**config.mk**
```make
export PLATFORM = sky130hd
export DESIGN_NAME = rst_seq_gen
export DESIGN_NICKNAME = d
export VERILOG_FILES = /design/src/rtl/rst_seq_pkg.sv /design/src/rtl/rst_seq_sync.sv /design/src/rtl/rst_seq_gen.sv
export SDC_FILE = /design/constraint.sdc
export NUM_CORES = 1
export LEC_CHECK = 0
export CORE_MARGIN = 2
export CORE_UTILIZATION = 48
export CTS_CLUSTER_SIZE = 8
export DETAILED_ROUTE_END_ITERATION = 6
export PLACE_DENSITY_LB_ADDON = 0.1
export SYNTH_ARGS = -nofsm -noshare
export SYNTH_HDL_FRONTEND = slang
export SYNTH_SLANG_ARGS = --single-unit
```
**constraint.sdc**
```tcl
create_clock -name clk -period 1.7 [get_ports clk]
set_input_delay 0.34 -clock clk [delete_from_list [all_inputs] [get_ports clk]]
set_output_delay 0.34 -clock clk [all_outputs]
set_load 0.1 [all_outputs]
```
**src/rtl/rst_seq_pkg.sv**
```systemverilog
// Shared definitions for the reset sequencer: state encodings, loss-counter
// width and the helper that picks shortened delays for simulation builds.
package rst_seq_pkg;

  typedef enum logic [1:0] {
    HOLD = 2'd0,
    FILT = 2'd1,
    REL  = 2'd2,
    RUN  = 2'd3
  } seq_state_t;

  localparam int LOSS_CNT_W = 8;
  localparam int SIM_DLY    = 4;

  // Simulation builds collapse every programmable delay to SIM_DLY cycles.
  function automatic int eff_dly(input bit sim, input int dly);
    return sim ? SIM_DLY : dly;
  endfunction

endpackage

```
**src/rtl/rst_seq_sync.sv**
```systemverilog
// Bank of 2-flop synchronisers; rst clears every stage to the "not ready" level.
module rst_seq_sync #(
  parameter int W = 1
) (
  input  logic         clk,
  input  logic         rst,
  input  logic [W-1:0] d,
  output logic [W-1:0] q
);

  logic [W-1:0] meta;

  // NOTE: sequential state uses non-blocking assignments so both stages sample the pre-edge values.
  always_ff @(posedge clk or posedge rst) begin
    if (rst) begin
      meta <= '0;
      q    <= '0;
    end else begin
      meta <= d;
      q    <= meta;
    end
  end

endmodule

```
**src/rtl/rst_seq_gen.sv**
```systemverilog
// Ordered, lock-qualified reset sequencer: releases rst_out bits in ascending order.
// Optional lock-loss event counter is built when RST_LOSS_CNT_EN is defined.
module rst_seq_gen
  import rst_seq_pkg::*;
#(
  parameter int    CH_NUM     = 4,
  parameter int    FILT_CYC   = 16,
  parameter int    STAGE_DLY  = 64,
  parameter int    HOLD_MIN   = 8,
  parameter int    CNT_W      = 16,
  parameter string SIMULATION = "FALSE"
) (
  input  logic                  clk,
  input  logic                  rst,
  input  logic                  rstn_in,
  input  logic [CH_NUM-1:0]     pll_locked,
  input  logic                  sw_rst_req,
  output logic [CH_NUM-1:0]     rst_out,
  output logic                  rst_done,
  output logic [1:0]            seq_state,
  output logic [LOSS_CNT_W-1:0] loss_cnt
);

  localparam bit SIM_EN = (SIMULATION == "TRUE");
  localparam int IDX_W  = (CH_NUM > 1) ? $clog2(CH_NUM) : 1;

  localparam logic [CNT_W-1:0] HOLD_LAST = CNT_W'(eff_dly(SIM_EN, HOLD_MIN) - 1);
  localparam logic [CNT_W-1:0] FILT_LAST = CNT_W'(eff_dly(SIM_EN, FILT_CYC) - 1);
  localparam logic [CNT_W-1:0] STG_LAST  = CNT_W'(eff_dly(SIM_EN, STAGE_DLY) - 1);
  localparam logic [IDX_W-1:0] IDX_LAST  = IDX_W'(CH_NUM - 1);

  logic              rstn_s;
  logic [CH_NUM-1:0] locked_s;

  rst_seq_sync #(.W(CH_NUM + 1)) u_sync (
    .clk (clk),
    .rst (rst),
    .d   ({rstn_in, pll_locked}),
    .q   ({rstn_s, locked_s})
  );

  logic locked_all, qual;
  assign locked_all = &locked_s;
  assign qual       = rstn_s & locked_all & ~sw_rst_req;

  seq_state_t        state, state_nxt;
  logic [CNT_W-1:0]  cnt, cnt_nxt;
  logic [IDX_W-1:0]  idx, idx_nxt;
  logic [CH_NUM-1:0] rst_out_nxt;
  logic              done_nxt;
  logic              stage_tc, last_tc;

  assign stage_tc = (state == REL) && (cnt == STG_LAST);
  assign last_tc  = stage_tc && (idx == IDX_LAST);

  always_ff @(posedge clk or posedge rst) begin
    if (rst) state <= HOLD;
    else     state <= state_nxt;
  end

  // Losing qualification outranks every other transition, including a stage terminal count.
  always_comb begin
    // NOTE: every always_comb output gets a default first so no latch is inferred.
    state_nxt = state;
    unique case (state)
      HOLD: if (qual && cnt == HOLD_LAST) state_nxt = FILT;
      FILT: if (!qual) state_nxt = HOLD;
            else if (cnt == FILT_LAST) state_nxt = REL;
      REL:  if (!qual) state_nxt = HOLD;
            else if (last_tc) state_nxt = RUN;
      RUN:  if (!qual) state_nxt = HOLD;
    endcase
  end

  // Counter is shared by all states and starts from zero on every state change.
  always_comb begin
    cnt_nxt     = '0;
    idx_nxt     = idx;
    rst_out_nxt = rst_out;
    done_nxt    = 1'b0;
    unique case (state_nxt)
      HOLD: begin
        rst_out_nxt = '1;
        idx_nxt     = '0;
        if (state == HOLD) cnt_nxt = (cnt == HOLD_LAST) ? cnt : cnt + CNT_W'(1);
      end
      FILT: if (state == FILT) cnt_nxt = cnt + CNT_W'(1);
      REL: begin
        if (stage_tc) begin
          rst_out_nxt[idx] = 1'b0;
          idx_nxt          = idx + IDX_W'(1);
        end else if (state == REL) begin
          cnt_nxt = cnt + CNT_W'(1);
        end
      end
      RUN: begin
        if (state == REL) rst_out_nxt[idx] = 1'b0;
        done_nxt = 1'b1;
      end
    endcase
  end

  always_ff @(posedge clk or posedge rst) begin
    if (rst) begin
      cnt      <= '0;
      idx      <= '0;
      rst_out  <= '1;
      rst_done <= 1'b0;
    end else begin
      cnt      <= cnt_nxt;
      idx      <= idx_nxt;
      rst_out  <= rst_out_nxt;
      rst_done <= done_nxt;
    end
  end

  assign seq_state = state;

`ifdef RST_LOSS_CNT_EN
  logic                  locked_all_d;
  logic                  loss_evt;
  logic [LOSS_CNT_W-1:0] loss_q;

  assign loss_evt = locked_all_d & ~locked_all & ((state == REL) || (state == RUN));

  always_ff @(posedge clk or posedge rst) begin
    if (rst) begin
      locked_all_d <= 1'b0;
      loss_q       <= '0;
    end else begin
      locked_all_d <= locked_all;
      if (loss_evt && loss_q != '1) loss_q <= loss_q + LOSS_CNT_W'(1);
    end
  end

  assign loss_cnt = loss_q;
`else
  assign loss_cnt = '0;
`endif

endmodule

```
==> Flow_metrics.wiki <==
{| class="wikitable"
! Metric !! Value
|-
| Leakage power || 1.06 nW
|-
| Drt wl/cell || 13.7 um
|-
| Tightest Pin Transition || 578 ps
|-
| Slowest-stage cell, CP || sky130_fd_sc_hd__or4_4
|-
| # diodes || 0
|-
| Violated checks || negative setup slack
|-
| Post-layout power || 2.41 mW
|-
| All-Layer GR Usage || 21.1%
|-
| Core Rows || 21
|-
| Classification of the worst-slack hold path || in2async
|-
| GRT Residual Overflow || 0
|-
| CTS tree || done
|-
| Via/cell ratio || 5.05
|-
| Clock share of power || 18.2%
|-
| Proportion of synthesized chip area in sequential cells || 51.5%
|-
| Die Footprint || 4060 um2
|-
| Detailed placement HPWL || 2590 um
|-
| Sum of routed wire length over all layers || 3710 um
|-
| Maximum buffer depth of the clock tree || 2
|-
| Total vias in the final route || 1373
|-
| Synth-to-layout area growth || 41.4%
|-
| Fraction of layout instances using a drive strength above 1 || 38.5%
|-
| First-pass DRT Iterations || 4
|-
| Maximum clock skew at final layout || 12.0 ps
|-
| CP peak stage delay || 600 ps
|-
| Arrival time reported for the critical path endpoint || 2040 ps
|-
| Number of endpoints failing setup at the final stage || 6
|-
| Instance count on the critical path || 5
|-
| Hold Violations, Final || 0
|-
| DR iter-0 viols || 45
|-
| Seq pwr share || 43.2%
|-
| Clock tree sinks || 35
|-
| Pin count of the biggest net entering global routing || 17
|-
| Critical Path Fanout Max || 3
|-
| Max Clock Freq || 561 MHz
|-
| Largest vdd supply drop || 0.000600 V
|-
| Max-slew violation total from the final report || 0
|-
| Minimum clock period || 1780 ps
|-
| Cell chosen for the clock root || sky130_fd_sc_hd__clkbuf_4
|-
| Logic gate share of total power || 38.6%
|-
| Clock latency reported for the late side of the worst-skew pair || 360 ps
|-
| Yosys Warn Count || 0
|-
| CTS buffer count || 5
|-
| Number of cells produced by synthesis || 165
|-
| Post-synthesis cell type with the largest combined area || sky130_fd_sc_hd__dfrtp_1
|-
| Placed cell areas || 2230 um2
|-
| Synthesis-stage register bit count || 35
|-
| Number of global-route vias before repair || 1440
|-
| DRC violations left || 0
|-
| Core Region || 3390 um2
|-
| Capturing element type of the critical path || flip-flop
|-
| Netlist cell types || 38
|-
| Detail Route Antenna Nets || 0
|-
| Switching share of power || 35.4%
|-
| Most numerous cell in the Yosys netlist || sky130_fd_sc_hd__dfrtp_1
|-
| Final period utilization || 105%
|-
| Clock slew at the register clock pins of the worst setup and hold paths || 100 ps
|-
| Fraction of synthesized cell area taken by the top area cell type || 45.3%
|-
| Chain of cells forming the critical path || or2_1 > or4_4 > nor3_4 > nor3_1 > a31o_1
|-
| Initial core utilization || 50.5%
|-
| Switching power || 0.853 mW
|-
| Startpoint types || flip-flop
|-
| Endpoint required time on the critical path || 1960 ps
|-
| Final worst-path setup slack || -82.0 ps
|-
| Height of the chip || 63.7 um
|-
| Number of port buffers || 14
|-
| Layout Cell Area excl Fill || 2420 um2
|-
| Top cells by area, synth || sky130_fd_sc_hd__dfrtp_1, sky130_fd_sc_hd__dfstp_2, sky130_fd_sc_hd__nor2_1
|-
| R2R cell count || 5
|-
| Initial antenna violation count || 0
|-
| Count of H-tree levels built during CTS || 2
|-
| Cell-internal power || 1.56 mW
|-
| Crit path buf inv count || 0
|-
| RSZ-0062 raised after global routing || yes
|-
| Placer's final routability congestion estimate || 0.856
|-
| Pre-CTS setup slack || -301 ps
|-
| Pwr Density || 996 nW/um2
|-
| Max Cap Viol || 0
|-
| Syn Std Cell Area || 1710 um2
|-
| Category of the most critical setup path || reg2reg
|-
| Layout net count || 238
|-
| Status || finished with violations
|-
| Critical path's top delay family || simple AND/OR/NAND/NOR gates
|-
| Number of flops mapped to enable cells by yosys || 0
|-
| Most instantiated flip-flop cell in the synthesis netlist || sky130_fd_sc_hd__dfrtp_1
|-
| Floorplan die width || 63.7 um
|-
| Slew HR || 61.4%
|-
| Synth top cells by count || sky130_fd_sc_hd__dfrtp_1, sky130_fd_sc_hd__nor2_1, sky130_fd_sc_hd__nand2_1
|-
| Avg Inst Size Synth || 10.4 um2
|-
| Wire length of the first global-routing pass || 6430 um
|-
| I/O pin cnt || 23
|-
| Asr flop ratio synth || 100%
|}
## final timing paths
path	to	slack (ps)	start
max in group asynchronous	u_sync.q[4]	850	rst
worst max-delay path	idx[0]	-80	cnt[14]
worst max register to register	idx[0]	-80	cnt[14]
worst min register to register	u_sync.q[0]	360	u_sync.meta[0]
worst min-delay path	u_sync.meta[1]	330	rst
min in group clk	u_sync.q[0]	360	u_sync.meta[0]
## flip-flops by register name (all words and copies together) (netlist names)
register     count
cnt             16
u_sync.meta      5
u_sync.q         5
rst_out          4
idx              2
seq_state        2
rst_done         1
## per-stage QoR
stage	std cells	hold WS [ps]	utilization, %	TNS [ps]
after global routing	272	369	71.4	-2220
after global placement	256	332	65.9	-4500
after floorplan	172	331	-	-975
after detailed placement	256	336	65.9	-5140
after CTS	269	348	69.5	-155
final	272	328	71.4	-263
## cells in the final DEF (no fill, tap or decap), types with 6 or more instances in the layout
cell type                         count
sky130_fd_sc_hd__dfrtp_1             29
sky130_fd_sc_hd__buf_4               39
sky130_fd_sc_hd__clkdlybuf4s50_1      7
sky130_fd_sc_hd__nor2_1              21
sky130_fd_sc_hd__inv_1                7
sky130_fd_sc_hd__nand2_1             11
sky130_fd_sc_hd__conb_1               8
sky130_fd_sc_hd__xnor2_1             10
sky130_fd_sc_hd__nand3_1              7
sky130_fd_sc_hd__buf_12               9
sky130_fd_sc_hd__nor3_1               6
## what timing repair did
item | CTS | global route
gates cloned | 0 | 0
hold buffers | 0 | 0
resized for setup | 8 | 10
setup buffers | 5 | 3
pin swaps | 8 | 7
endpoints found under the setup margin | 21 | 24
## kinds of logic after synthesis
| family | after synthesis | share of synthesized area (%) |
|---|---|---|
| buffers and inverters | 18 | 6.29 |
| and+or+nand+nor | 77 | 25.4 |
| adders and majority gates | 5 | 3.65 |
| other | 1 | 0.219 |
| DFF | 35 | 51.5 |
| xor gates and xnor gates | 12 | 6.14 |
| AOI/OAI and AO/OA | 17 | 6.87 |
## power by group through the flow
stage	clock network [mW]	registers [mW]	logic, mW
5_1_grt	0.478	1.06	1.03
2_1_floorplan	0	1.04	0.476
3_5_place_dp	0	1.03	0.794
6_report	0.438	1.04	0.931
3_3_place_gp	0	1.02	0.775
4_1_cts	0.446	1.03	0.873
## final cells by class
class                      count  area (um2)
clock buffer                   7        45.0
clock inverter                 1        5.00
fill                         257         968
inverter                       7        26.3
multi-input combinational    119         836
sequential                    35         886
tap                           46        57.6
timing repair buffer          57         566
## per-layer routing
layer | vias to the layer above | GRT usage (%) | part of all wire [%] | routed length [um]
met5 | - | 0 | 0 | 0
met1 | 666 | 26.0 | 43 | 1610
met4 | 0 | 12.0 | 2.7 | 99
met2 | 32 | 34.5 | 50 | 1840
li1 | 664 | - | - | -
met3 | 11 | 4.11 | 4.4 | 165
Power figures use the tool's default switching activity.
==> RTL edit 1, RTL diff (same settings) <==
Change the parameter `HOLD_MIN` from 8 to 6.
--- a/src/rtl/rst_seq_gen.sv
+++ b/src/rtl/rst_seq_gen.sv
@@ -8,3 +8,3 @@
   parameter int    STAGE_DLY  = 64,
-  parameter int    HOLD_MIN   = 8,
+  parameter int    HOLD_MIN   = 6,
   parameter int    CNT_W      = 16,
Formal check against the unedited RTL: not equivalent (Yosys sat finds a counterexample within 10 cycles, from zero or initial values and one cycle with rst high).
==> RTL edit 1 against the original RTL <==
The flow still finishes with violations (negative setup slack). Total power grew 12%. Worst hold slack gained 0.018 ns. Sequential cell count is the same. Worst setup slack lost 0.20 ns. Synthesized area grew 2.3%. Final cell count grew 2.2%. Final area grew 5.7%. Utilization grew 3.5 points. Maximum frequency shrank 10%. Wire length grew 11%. Largest power group unchanged. Highest routed layer unchanged.
==> RTL edit 1: results (changes against the original RTL) <==
outcome:
  outcome: "finished, violations left"
  violations: "negative setup slack"
routing:
  wire_per_inst_um: 14.8  # +8.7%
  drt_iter0_markers: 63  # +40%
  first_pass_iters: 4  # unchanged
  via_per_inst: 5.14  # +1.9%
  antenna_left: 0  # unchanged
clock_tree:
  cts_root_buf: "clkbuf_4"
  clk_pin_slew_worst_paths_ns: 0.12  # +0.02 ns
placed_design:
  globalplace.congestion: 0.955  # +12%
  place_hpwl_um: 2790  # +7.7%
  place_area_um2: 2300  # +3.0%
  buffer_ports.inserted: 14  # unchanged
setup_path:
  path_max_fanout: 4  # +1
  reg2reg_from: "cnt[8]"
  r2r_cells: 8  # +3
  timing.rr.end: "cnt[1]"
  max_stage_delay_ns: 0.43  # -0.17 ns
  worst-endpoint-arrival_ns: 2.22  # +0.18 ns
  critPathSlowestCell: "dfrtp_1"
sta:
  finClkSkew_ns: 0.0120  # -0.0000528 ns
  setup_viol: 23  # +17
  finalWorstSetupSlack_ns: -0.284  # -0.202 ns
yosys:
  synth-compound-area-share_pct: 7.07  # +0.20 points
  synth.distinct_cells: 37  # -2.6%
  ys_top_cells_by_area: "dfrtp_1 (44%), dfstp_2 (6.0%), nor2_1 (4.7%)"
  synth_xor_area_share_pct: 7.00  # +0.86 points
  synthAdderAreaFrac_pct: 4.29  # +0.63 points
  synth_seq_area_share_pct: 50.3  # -1.2 points
  synthTopCellsByCount: "dfrtp_1 (31), nor2_1 (22), nand2_1 (19)"
pwr:
  p_leak_nw: 1.15  # +8.1%
  switching_share_pct: 31.6  # -3.8 points
  vdd_drop_max_v: 0.00109  # +81%
final_layout:
  final_nets: 245  # +2.9%
  register_area_um2: 888  # +0.28%
  diodes: 0  # unchanged
  num-fill-cells: 250  # -2.7%
  drive_above_1_share_pct: 39.2  # +0.73 points
global_route:
  grt_pass1_wl_um: 7090  # +10%
  grt_start_max_net_pins: 36  # +19
  grt.total_usage_pct: 22.1  # +1.1 points
  antenna_found_initial: 0  # unchanged
  grt_pass1_vias: 1552  # +7.8%
==> RTL edit 1: final cells by class <==
| type | count | area share, % |
|---|---|---|
| multi-input cells | 125 | 35.6 |
| flip-flops and latches | 35 | 34.7 |
| repair buffers | 58 | 22.5 |
| clock inverters | 3 | 2.64 |
| well taps | 46 | 2.25 |
| clock buffers | 5 | 1.47 |
| inverters | 6 | 0.880 |
==> RTL edit 1: routing by layer <==
| metal | routed length, µm | track usage [%] |
|---|---|---|
| met5 | 0 | 0 |
| met4 | 123 | 8.24 |
| met3 | 169 | 4.69 |
| met2 | 2100 | 37.0 |
| met1 | 1730 | 28.4 |
==> RTL edit 1: worst reg2reg max path, cell delays in order (launching register included) <==
cell	delay [ns]
dfrtp_1	0.43
nor4_4	0.36
buf_4	0.18
nand4_1	0.15
buf_4	0.21
nor2_4	0.13
a21oi_4	0.05
a211oi_4	0.26
o32ai_2	0.11
==> RTL edit 1: cells by family (layout without fill, tap and decap cells) <==
family,count (synthesis),count (layout)
adders and majority gates,6,6
DFF,35,35
and+or+nand+nor,82,82
buffers and inverters,18,72
xor gates and xnor gates,14,14
other,1,8
AOI/OAI and AO/OA,15,15
==> RTL edit 1: worst max-delay path by stage <==
stage / endpoint / startpoint / slack (ns)
after floorplan: cnt[1] / cnt[13] / -0.16
after global placement: cnt[10] / sw_rst_req / -0.44
after detailed placement: cnt[6] / sw_rst_req / -0.49
after CTS: cnt[2] / cnt[11] / -0.27
after global routing: cnt[1] / sw_rst_req / -0.38
final: cnt[1] / cnt[8] / -0.28
==> RTL edit 1: power groups by stage <==
stage	clock [mW]	sequential (mW)	combinational, mW
floorplan	0	1.06	0.492
global placement	0	1.02	0.813
detailed placement	0	1.03	0.837
CTS	0.768	1.02	0.885
global route	0.799	1.03	1.02
finish	0.752	1.02	0.923
==> RTL edit 1: what timing repair did <==
action	CTS	global route
resized for setup	12	14
pin swaps	3	4
buffers inserted	6	1
endpoints found under the setup margin	23	25
hold buffers	0	0
==> RTL edit 1: per-stage QoR <==
stage	std cells	TNS [ns]	worst slack, ns	total power, mW	hold WS, ns
CTS	278	-4.61	-0.267	2.67	0.355
global placement	266	-8.24	-0.438	1.84	0.334
finish	278	-4.21	-0.284	2.69	0.346
global route	278	-6.54	-0.377	2.85	0.373
detailed placement	266	-9.09	-0.491	1.87	0.339
floorplan	178	-1.95	-0.164	1.55	0.331
==> RTL edit 2, RTL diff (same flow settings) <==
Without the edit above. Register the input `pll_locked` before use, without a reset. The logic sees it one clock later.
--- a/src/rtl/rst_seq_gen.sv
+++ b/src/rtl/rst_seq_gen.sv
@@ -31,2 +31,8 @@
 
+  logic [CH_NUM-1:0] pll_locked_q;
+
+  always_ff @(posedge clk) begin
+    pll_locked_q <= pll_locked;
+  end
+
   logic              rstn_s;
@@ -37,3 +43,3 @@
     .rst (rst),
-    .d   ({rstn_in, pll_locked}),
+    .d   ({rstn_in, pll_locked_q}),
     .q   ({rstn_s, locked_s})
Check against the original RTL: not equivalent (a bounded check fails within 10 cycles, from zero or initial values and one cycle with rst high).
==> RTL edit 2 against the original RTL <==
The flow still finishes with violations (negative setup slack). Worst setup slack got worse by 0.13 ns. Wire length up 5.0%. Worst hold slack gained 0.0017 ns. Total power is 22% higher. Synthesized area increased by 8.3%. Sequential share of layout area up 0.68 points. Final area grew 7.3%. Synthesized cell count is 1.2% lower. Sequential cell count rose by 4. Largest cell class unchanged. Largest power group unchanged.
==> RTL edit 2: results (changes against the original RTL) <==
outcome:
  outcome: "finished, violations left"
  violations: "negative setup slack"
global_route:
  grt_start_max_net_pins: 36  # +19
  grt.total_usage_pct: 20.1  # -1.0 points
yosys:
  synth-compound-area-share_pct: 9.52  # +2.6 points
  synthTopCellsByCount: "dfrtp_1 (31), nand2_1 (12), nor2_1 (11)"
  async_flop_share_pct: 89.7  # -10 points
  synthMuxAreaShare_pct: 0.540  # +0.54 points
  synth_xor_area_share_pct: 6.62  # +0.48 points
sta:
  setup_viol: 22  # +16
  relSlewSlack_pct: 66.9  # +5.4 points
  finalWorstSetupSlack_ns: -0.214  # -0.132 ns
  hold_ws_ns: 0.330  # +0.00172 ns
clock_tree:
  clk_pin_slew_worst_paths_ns: 0.08  # -0.02 ns
  postCtsSetupRepairBufs: 3  # -2
  clk_latency_ns: 0.29  # -0.07 ns
  cts_resized: 11  # +3
setup_path:
  worst-endpoint-arrival_ns: 2.09  # +0.05 ns
  max_stage_delay_ns: 0.50  # -0.10 ns
  cp-startpoint: "cnt[4]"
  path_max_fanout: 8  # +5
pwr:
  sequentialPower_mw: 1.11  # +7%
  p_leak_nw: 1.12  # +6.2%
  powerClk_mw: 0.790  # +80%
  vdd_drop_max_v: 0.000590  # -1.8%
[RTL edit 2: metrics by stage]
step	cell area (µm²)	util, %	std cells	setup TNS [ns]
after floorplan	1900	-	170	-1.39
after global placement	2350	63.6	254	-3.53
after detailed placement	2350	63.6	254	-4.48
after CTS	2540	69.0	265	-1.64
after global routing	2600	70.5	265	-4.92
final	2600	70.5	265	-3.17
[RTL edit 2: layout make-up]
| type | count | area, µm² | share of cell area, % |
|---|---|---|---|
| well taps | 48 | 60.1 | 2.31 |
| multi-input cells | 112 | 897 | 34.5 |
| repair buffers | 49 | 523 | 20.1 |
| inverters | 9 | 33.8 | 1.30 |
| flip-flops and latches | 39 | 968 | 37.3 |
| clock buffers | 5 | 68.8 | 2.65 |
| clock inverters | 3 | 47.5 | 1.83 |
[RTL edit 2: per-layer routing]
layer,routed length [µm],global-route usage [%]
met5,0,0
met4,10,5.10
met3,171,6.47
met2,2060,34.0
met1,1660,24.6
